## config.mk

```make
export PLATFORM = sky130hd
export DESIGN_NAME = decode_regread_unit
export DESIGN_NICKNAME = d
export VERILOG_FILES = /design/src/rtl/decode_regread_unit_pkg.sv /design/src/rtl/decode_regread_unit_regfile.sv /design/src/rtl/decode_regread_unit.sv
export SDC_FILE = /design/constraint.sdc
export NUM_CORES = 2
export LEC_CHECK = 0
export CELL_PAD_IN_SITES_DETAIL_PLACEMENT = 1
export CELL_PAD_IN_SITES_GLOBAL_PLACEMENT = 1
export CORE_UTILIZATION = 49
export CTS_CLUSTER_DIAMETER = 120
export DETAILED_ROUTE_END_ITERATION = 10
export GPL_TIMING_DRIVEN = 1
export PLACE_DENSITY = 0.74
export REMOVE_ABC_BUFFERS = 1
export SETUP_SLACK_MARGIN = 0.3
export SLEW_MARGIN = 20
export SYNTH_ARGS = -nofsm -noshare
export SYNTH_HDL_FRONTEND = slang
export SYNTH_SLANG_ARGS = --single-unit
```

## constraint.sdc

```tcl
create_clock -name CLK -period 4.7 [get_ports CLK]
set_input_delay 0.94 -clock CLK [delete_from_list [all_inputs] [get_ports CLK]]
set_output_delay 0.94 -clock CLK [all_outputs]
set_load 0.005 [all_outputs]
```

## src/rtl/decode_regread_unit_pkg.sv

```systemverilog
// Shared definitions for the ID-stage decode / operand-read slice:
// MIPS-I opcode and funct codes, ALU control codes, HI/LO access encodings
// and the default geometry of the physical register file.
package decode_regread_unit_pkg;

    localparam int unsigned DEF_NUM_PREGS = 64;
    localparam int unsigned DEF_DATA_W    = 32;
    localparam int unsigned INSTR_W       = 32;
    localparam int unsigned ALU_CTRL_W    = 6;
    localparam int unsigned MRA_W         = 2;

    // Primary opcodes
    localparam logic [5:0] OP_RTYPE  = 6'h00;
    localparam logic [5:0] OP_REGIMM = 6'h01;
    localparam logic [5:0] OP_J      = 6'h02;
    localparam logic [5:0] OP_JAL    = 6'h03;
    localparam logic [5:0] OP_BEQ    = 6'h04;
    localparam logic [5:0] OP_BNE    = 6'h05;
    localparam logic [5:0] OP_BLEZ   = 6'h06;
    localparam logic [5:0] OP_BGTZ   = 6'h07;
    localparam logic [5:0] OP_ADDI   = 6'h08;
    localparam logic [5:0] OP_ADDIU  = 6'h09;
    localparam logic [5:0] OP_SLTI   = 6'h0A;
    localparam logic [5:0] OP_SLTIU  = 6'h0B;
    localparam logic [5:0] OP_ANDI   = 6'h0C;
    localparam logic [5:0] OP_ORI    = 6'h0D;
    localparam logic [5:0] OP_XORI   = 6'h0E;
    localparam logic [5:0] OP_LUI    = 6'h0F;
    localparam logic [5:0] OP_LB     = 6'h20;
    localparam logic [5:0] OP_LH     = 6'h21;
    localparam logic [5:0] OP_LW     = 6'h23;
    localparam logic [5:0] OP_LBU    = 6'h24;
    localparam logic [5:0] OP_LHU    = 6'h25;
    localparam logic [5:0] OP_SB     = 6'h28;
    localparam logic [5:0] OP_SH     = 6'h29;
    localparam logic [5:0] OP_SW     = 6'h2B;

    // R-type funct codes with special handling
    localparam logic [5:0] FN_JR      = 6'h08;
    localparam logic [5:0] FN_JALR    = 6'h09;
    localparam logic [5:0] FN_SYSCALL = 6'h0C;
    localparam logic [5:0] FN_MFHI    = 6'h10;
    localparam logic [5:0] FN_MTHI    = 6'h11;
    localparam logic [5:0] FN_MFLO    = 6'h12;
    localparam logic [5:0] FN_MTLO    = 6'h13;
    localparam logic [5:0] FN_MULT    = 6'h18;
    localparam logic [5:0] FN_MULTU   = 6'h19;
    localparam logic [5:0] FN_DIV     = 6'h1A;
    localparam logic [5:0] FN_DIVU    = 6'h1B;

    // REGIMM rt codes that link
    localparam logic [4:0] RT_BLTZAL = 5'h10;
    localparam logic [4:0] RT_BGEZAL = 5'h11;

    // ALU control codes for non-R-type instructions
    localparam logic [5:0] ALU_ADD  = 6'h20;
    localparam logic [5:0] ALU_ADDU = 6'h21;
    localparam logic [5:0] ALU_SUBU = 6'h23;
    localparam logic [5:0] ALU_AND  = 6'h24;
    localparam logic [5:0] ALU_OR   = 6'h25;
    localparam logic [5:0] ALU_XOR  = 6'h26;
    localparam logic [5:0] ALU_SLT  = 6'h2A;
    localparam logic [5:0] ALU_SLTU = 6'h2B;
    localparam logic [5:0] ALU_LUI  = 6'h0F;

    // mult_reg_access encodings: bit1 = HI, bit0 = LO
    localparam logic [1:0] MRA_NONE = 2'b00;
    localparam logic [1:0] MRA_LO   = 2'b01;
    localparam logic [1:0] MRA_HI   = 2'b10;
    localparam logic [1:0] MRA_BOTH = 2'b11;

    // R-type functs that are plain ALU operations (shifts, arithmetic, logic, compare)
    function automatic logic is_alu_funct(input logic [5:0] funct);
        case (funct)
            6'h00, 6'h02, 6'h03, 6'h04, 6'h06, 6'h07,
            6'h20, 6'h21, 6'h22, 6'h23, 6'h24, 6'h25,
            6'h26, 6'h27, 6'h2A, 6'h2B: is_alu_funct = 1'b1;
            default:                    is_alu_funct = 1'b0;
        endcase
    endfunction

endpackage

```

## src/rtl/decode_regread_unit_regfile.sv

```systemverilog
// Physical register file: NUM_PREGS x DATA_W storage, one synchronous write
// port and two combinational read ports. Tag 0 is hardwired to zero.
// Ports: CLK, RESET (async active-low, clears all entries), STALL (blocks
// writes), wr_en/wr_preg/wr_data (write port), rs_preg/rs_value and
// rt_preg/rt_value (read ports, no write bypass).
module phys_regfile
    import decode_regread_unit_pkg::*;
#(
    parameter int unsigned NUM_PREGS = DEF_NUM_PREGS,
    parameter int unsigned DATA_W    = DEF_DATA_W,
    localparam int unsigned TAG_W    = $clog2(NUM_PREGS)
) (
    input  logic              CLK,
    input  logic              RESET,
    input  logic              STALL,
    input  logic              wr_en,
    input  logic [TAG_W-1:0]  wr_preg,
    input  logic [DATA_W-1:0] wr_data,
    input  logic [TAG_W-1:0]  rs_preg,
    output logic [DATA_W-1:0] rs_value,
    input  logic [TAG_W-1:0]  rt_preg,
    output logic [DATA_W-1:0] rt_value
);

    logic [DATA_W-1:0] mem [NUM_PREGS];
    logic              wr_fire;

    assign wr_fire = wr_en && !STALL && (wr_preg != '0);

    // Storage; reset wins over a write in the same cycle
    always_ff @(posedge CLK or negedge RESET) begin
        if (!RESET) begin
            for (int i = 0; i < int'(NUM_PREGS); i++) begin
                mem[i] <= '0;
            end
        end else if (wr_fire) begin
            mem[wr_preg] <= wr_data;
        end
    end

    // Reads see stored state only, so a write shows up the next cycle
    assign rs_value = (rs_preg == '0) ? '0 : mem[rs_preg];
    assign rt_value = (rt_preg == '0) ? '0 : mem[rt_preg];

endmodule

```

## src/rtl/decode_regread_unit.sv

```systemverilog
// ID-stage slice: full MIPS-I decode into control signals, branch/jump
// target calculation (both combinational) and the physical register file.
// Ports: CLK, RESET (async active-low, register file only), STALL,
// instr_in/instr_pc_in (instruction and its PC), decode outputs link..
// mult_reg_access, rs/rt read ports, wr_* write port, next_pc, jr_reg.
module decode_regread_unit
    import decode_regread_unit_pkg::*;
#(
    parameter int unsigned NUM_PREGS = DEF_NUM_PREGS,
    parameter int unsigned DATA_W    = DEF_DATA_W,
    localparam int unsigned TAG_W    = $clog2(NUM_PREGS)
) (
    input  logic                  CLK,
    input  logic                  RESET,
    input  logic                  STALL,
    input  logic [INSTR_W-1:0]    instr_in,
    input  logic [INSTR_W-1:0]    instr_pc_in,
    output logic                  link,
    output logic                  reg_dest,
    output logic                  jump,
    output logic                  branch,
    output logic                  mem_read,
    output logic                  mem_write,
    output logic                  alu_src,
    output logic                  reg_write,
    output logic                  jump_register,
    output logic                  sign_or_zero,
    output logic                  syscall,
    output logic [ALU_CTRL_W-1:0] alu_control,
    output logic [MRA_W-1:0]      mult_reg_access,
    input  logic [TAG_W-1:0]      rs_preg,
    input  logic [TAG_W-1:0]      rt_preg,
    output logic [DATA_W-1:0]     rs_value,
    output logic [DATA_W-1:0]     rt_value,
    input  logic                  wr_en,
    input  logic [TAG_W-1:0]      wr_preg,
    input  logic [DATA_W-1:0]     wr_data,
    output logic [INSTR_W-1:0]    next_pc,
    output logic [4:0]            jr_reg
);

    logic [5:0]         opcode;
    logic [5:0]         funct;
    logic [4:0]         rt_field;
    logic [INSTR_W-1:0] pc4;
    logic [INSTR_W-1:0] br_offset;

    assign opcode   = instr_in[31:26];
    assign funct    = instr_in[5:0];
    assign rt_field = instr_in[20:16];
    assign jr_reg   = instr_in[25:21];

    // Instruction decode; anything not recognised leaves every control at 0
    always_comb begin
        link            = 1'b0;
        reg_dest        = 1'b0;
        jump            = 1'b0;
        branch          = 1'b0;
        mem_read        = 1'b0;
        mem_write       = 1'b0;
        alu_src         = 1'b0;
        reg_write       = 1'b0;
        jump_register   = 1'b0;
        sign_or_zero    = 1'b0;
        syscall         = 1'b0;
        alu_control     = '0;
        mult_reg_access = MRA_NONE;

        case (opcode)
            OP_RTYPE: begin
                // Recognised R-type functs target rd and pass funct to the ALU
                reg_dest    = 1'b1;
                alu_control = funct;
                case (funct)
                    FN_JR: begin
                        jump          = 1'b1;
                        jump_register = 1'b1;
                    end
                    FN_JALR: begin
                        jump          = 1'b1;
                        jump_register = 1'b1;
                        link          = 1'b1;
                        reg_write     = 1'b1;
                    end
                    FN_SYSCALL: begin
                        reg_dest    = 1'b0;
                        alu_control = '0;
                        syscall     = 1'b1;
                    end
                    FN_MFHI: begin
                        reg_write       = 1'b1;
                        mult_reg_access = MRA_HI;
                    end
                    FN_MFLO: begin
                        reg_write       = 1'b1;
                        mult_reg_access = MRA_LO;
                    end
                    FN_MTHI:  mult_reg_access = MRA_HI;
                    FN_MTLO:  mult_reg_access = MRA_LO;
                    FN_MULT, FN_MULTU, FN_DIV, FN_DIVU:
                              mult_reg_access = MRA_BOTH;
                    default: begin
                        if (is_alu_funct(funct)) begin
                            reg_write = 1'b1;
                        end else begin
                            reg_dest    = 1'b0;
                            alu_control = '0;
                        end
                    end
                endcase
            end
            OP_J: begin
                jump = 1'b1;
            end
            OP_JAL: begin
                jump      = 1'b1;
                link      = 1'b1;
                reg_write = 1'b1;
            end
            OP_REGIMM, OP_BEQ, OP_BNE, OP_BLEZ, OP_BGTZ: begin
                branch       = 1'b1;
                sign_or_zero = 1'b1;
                alu_control  = ALU_SUBU;
                if (opcode == OP_REGIMM &&
                    (rt_field == RT_BLTZAL || rt_field == RT_BGEZAL)) begin
                    link      = 1'b1;
                    reg_write = 1'b1;
                end
            end
            OP_ADDI, OP_ADDIU, OP_SLTI, OP_SLTIU: begin
                alu_src      = 1'b1;
                reg_write    = 1'b1;
                sign_or_zero = 1'b1;
                case (opcode)
                    OP_ADDI:  alu_control = ALU_ADD;
                    OP_ADDIU: alu_control = ALU_ADDU;
                    OP_SLTI:  alu_control = ALU_SLT;
                    default:  alu_control = ALU_SLTU;
                endcase
            end
            OP_ANDI, OP_ORI, OP_XORI, OP_LUI: begin
                alu_src   = 1'b1;
                reg_write = 1'b1;
                case (opcode)
                    OP_ANDI: alu_control = ALU_AND;
                    OP_ORI:  alu_control = ALU_OR;
                    OP_XORI: alu_control = ALU_XOR;
                    default: alu_control = ALU_LUI;
                endcase
            end
            OP_LB, OP_LH, OP_LW, OP_LBU, OP_LHU: begin
                mem_read     = 1'b1;
                alu_src      = 1'b1;
                reg_write    = 1'b1;
                sign_or_zero = 1'b1;
                alu_control  = ALU_ADDU;
            end
            OP_SB, OP_SH, OP_SW: begin
                mem_write    = 1'b1;
                alu_src      = 1'b1;
                sign_or_zero = 1'b1;
                alu_control  = ALU_ADDU;
            end
            default: ;
        endcase
    end

    // Target calculation: register jump, region jump, or PC-relative branch
    assign pc4       = instr_pc_in + 32'd4;
    assign br_offset = {{14{instr_in[15]}}, instr_in[15:0], 2'b00};

    always_comb begin
        next_pc = pc4 + br_offset;
        if (jump && jump_register) begin
            next_pc = INSTR_W'(rs_value);
        end else if (jump) begin
            next_pc = {pc4[31:28], instr_in[25:0], 2'b00};
        end
    end

    phys_regfile #(
        .NUM_PREGS (NUM_PREGS),
        .DATA_W    (DATA_W)
    ) u_regfile (
        .CLK      (CLK),
        .RESET    (RESET),
        .STALL    (STALL),
        .wr_en    (wr_en),
        .wr_preg  (wr_preg),
        .wr_data  (wr_data),
        .rs_preg  (rs_preg),
        .rs_value (rs_value),
        .rt_preg  (rt_preg),
        .rt_value (rt_value)
    );

endmodule

```

# Yosys cells after proc, flatten, opt, wreduce, memory -nomap -nowiden

Memory sizes are Yosys's and may differ from the RTL's.
Index checks and enable logic that the tools add are counted.

Muxes and demuxes: 40
$add $sub $neg: 2
Eq/ne operators: 36
$lt $le $gt $ge: 4
Reduce and logical (&&, ||, !) cells: 29
Bitwise operators: 3

Operators by type and width:

| operator                | number |
|---|---|
| $bwmux W2048            | 1 |
| $bmux W32 S6            | 2 |
| $mux W32                | 9 |
| $demux W32 S6           | 1 |
| $eq A6 B4 Y1 const B    | 11 |
| $eq A6 B5 Y1 const B    | 8 |
| $eq A6 B6 Y1 const B    | 8 |
| $add A32 B3 Y32 const B | 1 |
| $add A32 B32 Y32        | 1 |
| $pmux W6 S5             | 1 |
| $eq A6 B3 Y1 const B    | 4 |
| $ge A7 B7 Y1 const B    | 3 |
| $not A6 Y7              | 3 |
| $logic_not A6 Y1        | 3 |
| $pmux W6 S3             | 1 |
| $reduce_or A17 Y1       | 1 |
| $reduce_or A16 Y1       | 1 |
| $reduce_or A8 Y1        | 2 |
| $mux W1                 | 15 |
| $reduce_or A14 Y1       | 1 |
| $eq A6 B2 Y1 const B    | 2 |
| $pmux W4 S3             | 1 |
| $pmux W6 S2             | 1 |
| $reduce_or A4 Y1        | 3 |
| other kinds (17)        | 30 |

Output and inout port bits: 120
Memories kept: 1
Register bits: 2048
Word-level logic and storage cells: 179
Memory bits (read-only): 64
Bits of input ports: 118

Memory list:

| memory           | depth | width | rd ports | clocked after Yosys merged registers in | write ports | RTL line                      | source |
|---|---|---|---|---|---|---|---|
| (name not given) | 64    | 1     | 1        | 0                                       | 0           | decode_regread_unit_pkg.sv:74 | `case (funct)` |

# Longest topological paths before layout

Depth after elaboration: 7
Mapped depth: 15
Gate-level depth less buffers: 15

# Hierarchy

Synthesis repeated with hierarchy kept, for this count alone.

Cell total of the unflattened synthesis: 7606
Area total of the unflattened synthesis: 112332.7 um^2

Modules (own cells, without submodules):

| module              | area an instance (um^2) | instances | cells each | seq. area each (um^2) |
|---|---|---|---|---|
| phys_regfile        | 109254.8                | 1         | 7145       | 51249.2 |
| decode_regread_unit | 3078.0                  | 1         | 461        | 0.0 |

# Least setup slack after synthesis

No wires, ideal clock.

Path type: input port to output port
Start point: input instr_pc_in[9]
End point: output next_pc[31]
Arrival: 3.997 ns
Stages on the path: 14
Path slack: -0.237 ns
Required time: 3.760 ns
Cells stage by stage: and4_1 > nand4_1 > nor4_1 > xor2_1 > ha_1 > clkbuf_1 > a21o_1 > a21oi_1 > o21ai_0 > a41oi_1 > o21ai_0 > a311oi_1 > mux2i_1 > a211o_1

Longest elaborated chain between the ends: 4

RTL lines:

| element             | RTL line                   | source |
|---|---|---|
| start, declared     | decode_regread_unit.sv:17  | `input logic [INSTR_W-1:0] instr_pc_in,` |
| $add A32 B3 Y32 (*) | decode_regread_unit.sv:169 | `assign pc4 = instr_pc_in + 32'd4;` |
| $add A32 B32 Y32    | decode_regread_unit.sv:173 | `next_pc = pc4 + br_offset;` |
| $mux W32 (*)        | decode_regread_unit.sv:176 | `end else if (jump) begin` |
| $mux W32 (*)        | decode_regread_unit.sv:174 | `if (jump && jump_register) begin` |
| end, declared       | decode_regread_unit.sv:38  | `output logic [INSTR_W-1:0] next_pc,` |

Every way passes the cells marked *; elsewhere a longest branch is shown, timed or not.

# Worst setup path after layout

Ends and elaborated chain as after synthesis.

==> results.cfg <==
[setup_path]
reg2reg_from = u_regfile.mem[1983]
max_stage_delay_ns = 0.36
end_kind = output port
arrival_ns = 4.32
critPathTopFamily = simple AND/OR/NAND/NOR gates
crit_type = in2out
path_cells = buf_6, and4_4, buf_4, buf_4, and4_1, nand4_1, buf_4, nor3b_2, xor2_1, ha_1, and3_1, a211o_1, a311oi_2, mux2i_1, a211o_1, buf_2
critPathRequiredTime_ns = 3.76
cp_max_fo = 4
r2r_cells = 1
start_kind = input pin
path_buf_inv = 5
crit_path_frequent_cell = buf_4
r2r_end = u_regfile.mem[1983]
crit_slowest_cell = a211o_1
r2r_setup_slack_ns = 3.82

[place]
dpl-instance-area_um2 = 122500
gp_congestion = 0.9129
hpwlAfterDp_mm = 263.8
io_buffers = 237

[power_and_ir_drop]
switching_share_pct = 27.22
irDropWorstVdd_mv = 0.3031
pwr-share-comb_pct = 17.6
leakage_nw = 62.61
power_frac_clock_pct = 39.5
internal_power_w = 0.03439
p_seq_share_pct = 42.9
power_density_nw_per_um2 = 341.1
power.switching_w = 0.01286

[flow_run]
cap_violations = 0

[logic_synthesis]
postSynthAreaPerCell_um2 = 15.99
async_flop_share_pct = 100.0
syn_area_um2 = 111500
synth_cell_types = 64
syn-instance-count = 6976
ys.flop_type = dfrtp_1
ys_ff_latch = 2048
seq_area_frac_synth_pct = 45.96
synth_edf_count = 0
yosysWarnings = 0

[die]
die_x_um = 479.1
fp-row-count = 174
ios = 238
core_area_um2 = 225500
start_util_pct = 49.44
fp.dieArea_um2 = 229500
die_h_um = 479.1

[drt]
wl_per_cell_um = 41.03
drt-initial-drc-count = 8663
wirelength_mm = 447.9
drtAntennaViolNets = 0
via_per_inst = 7.067
vias = 77140
drc = 0
dr.pass1.iters = 5

[sta]
finalSetupViolCount = 49
finalHoldViolCount = 0
fmax_mhz = 190.1
max_slew.worst_pin.slew_ns = 1.155
slew_headroom_pct = 23.02
worst_slack_ns = -0.5617
finalCriticalPeriod_ns = 5.262
setup_tns_ns = -8.668
rsz0062_at_grt = yes
skew_ns = 0
slew_violations = 0
finalCritPeriodShare_pct = 112.0

[global_route]
grt_use_met2_pct = 59.41
grt_overflow = 0
grt_max_degree = 177
antenna_found_initial = 19
grt.busiest_layer = met2
gr-usage-all-layers_pct = 39.08
met1_usage_pct = 50.12
grt_pass1_wl_mm = 636.7
grt_pass1_vias = 82950
use_met3_pct = 9.403

[clock_tree]
cts_sinks = 2048
cts_root_buf = clkbuf_16
h-tree-depth = 4
cts_made_buffers = 219
clkLatencyLatePin_ns = 0.90
cts.clk_slew.worst_paths_ns = 0.06
cts_tree = done
clock_path_buffers = 3

[final_layout]
largest_register_ffs = 2048
synthToLayoutAreaGrowth_pct = 24.22
fin_nets = 7891
top_register = u_regfile.mem
final_cell_mix = 2048 x dfrtp_1, 2003 x mux2_2, 1280 x mux4_2, 585 x buf_4, 265 x buf_12
largestRegisters = u_regfile.mem x2048
final_cell_area_um2 = 138500
drive_above_1_share_pct = 66.77
layout_commonest_cell = dfrtp_1

[status]
outcome = complete, but fails checks
violations = setup timing

[worst_hold_path]
hold_path_end = u_regfile.mem[2037]
min-delay-start = u_regfile.mem[2037]
holdPathStages = 0
hold_class = reg2reg
==> metrics by stage <==
step | power [W] | utilization [%] | std cells | hold slack [ns] | worst slack [ns]
2_1_floorplan | 0.02375 | - | 6173 | 0.3653 | -0.1735
3_3_place_gp | 0.02711 | 54.31 | 10130 | 0.3767 | -1.604
3_5_place_dp | 0.02750 | 54.32 | 10130 | 0.3836 | -1.618
4_1_cts | 0.04672 | 60.60 | 10830 | 0.3974 | -0.4553
5_1_grt | 0.04842 | 61.41 | 10910 | 0.4099 | -0.6474
6_report | 0.04725 | 61.42 | 10920 | 0.3993 | -0.5617
==> power groups by stage <==
stage	registers (W)	clock network [W]	logic (W)
6_report	0.0203	0.0187	0.00832
5_1_grt	0.0204	0.0194	0.00869
4_1_cts	0.0201	0.0187	0.00792
3_5_place_dp	0.0204	0	0.00710
3_3_place_gp	0.0202	0	0.00690
2_1_floorplan	0.0200	0	0.00376
==> cell families after synthesis <==
| family | Yosys count | share of synthesized area [%] |
|---|---|---|
| AOI/OAI and AO/OA | 269 | 1.597 |
| xor gates and xnor gates | 50 | 0.3927 |
| adders and majority gates | 36 | 0.4107 |
| buffers and inverters | 821 | 3.043 |
| DFF | 2048 | 45.96 |
| muxes | 3370 | 46.89 |
| and+or+nand+nor | 382 | 1.711 |
==> synth_stat cells (48+ instances only) <==
cell | number | share of area (%)
nor2b_1 | 48 | 0.27
buf_1 | 221 | 0.74
mux2_2 | 2014 | 20
a211oi_1 | 82 | 0.55
mux2i_1 | 60 | 0.54
buf_2 | 78 | 0.35
nand2_1 | 103 | 0.35
a21oi_1 | 52 | 0.23
dfrtp_1 | 2048 | 46
clkbuf_1 | 460 | 1.5
mux4_2 | 1280 | 26
nor2_1 | 83 | 0.28
==> final cells by class <==
type	count	area (µm²)
repair buffers	1343	16150
diodes	6	15.01
multi-input cells	4107	59610
inverters	18	67.56
clock inverters	82	1296
flip-flops and latches	2048	51250
clock buffers	319	6387
fillers	19440	87020
well taps	2992	3744
==> worst max path at each step <==
stage	cells after the start	endpoint	startpoint	slack [ns]
final	16	next_pc[31]	instr_pc_in[9]	-0.56
after global routing	16	next_pc[31]	instr_pc_in[9]	-0.65
after CTS	16	next_pc[31]	instr_pc_in[12]	-0.46
after detailed placement	16	next_pc[30]	instr_pc_in[5]	-1.62
after global placement	16	next_pc[30]	instr_pc_in[5]	-1.60
after floorplan	13	next_pc[31]	instr_pc_in[9]	-0.17
==> per-layer routing <==
| metal | up-vias | routed length, µm | share of wire, % |
|---|---|---|---|
| li1 | 28860 | - | - |
| met1 | 42220 | 161700 | 36 |
| met2 | 4581 | 207300 | 46 |
| met3 | 1469 | 44100 | 9.8 |
| met4 | 16 | 34600 | 7.7 |
| met5 | - | 160 | 0.036 |
==> repair_timing <==
| item | in CTS | in global routing |
|---|---|---|
| hold buffers | 1 | 0 |
| endpoints found under the setup margin | 98 | 95 |
| hold endpoints to repair | 4 | 0 |
| gates resized for setup | 1053 | 279 |
| gates cloned | 36 | 4 |
| buffers inserted | 268 | 71 |
| pin swaps | 169 | 120 |
Note: power is estimated with default switching activity, not from simulation.
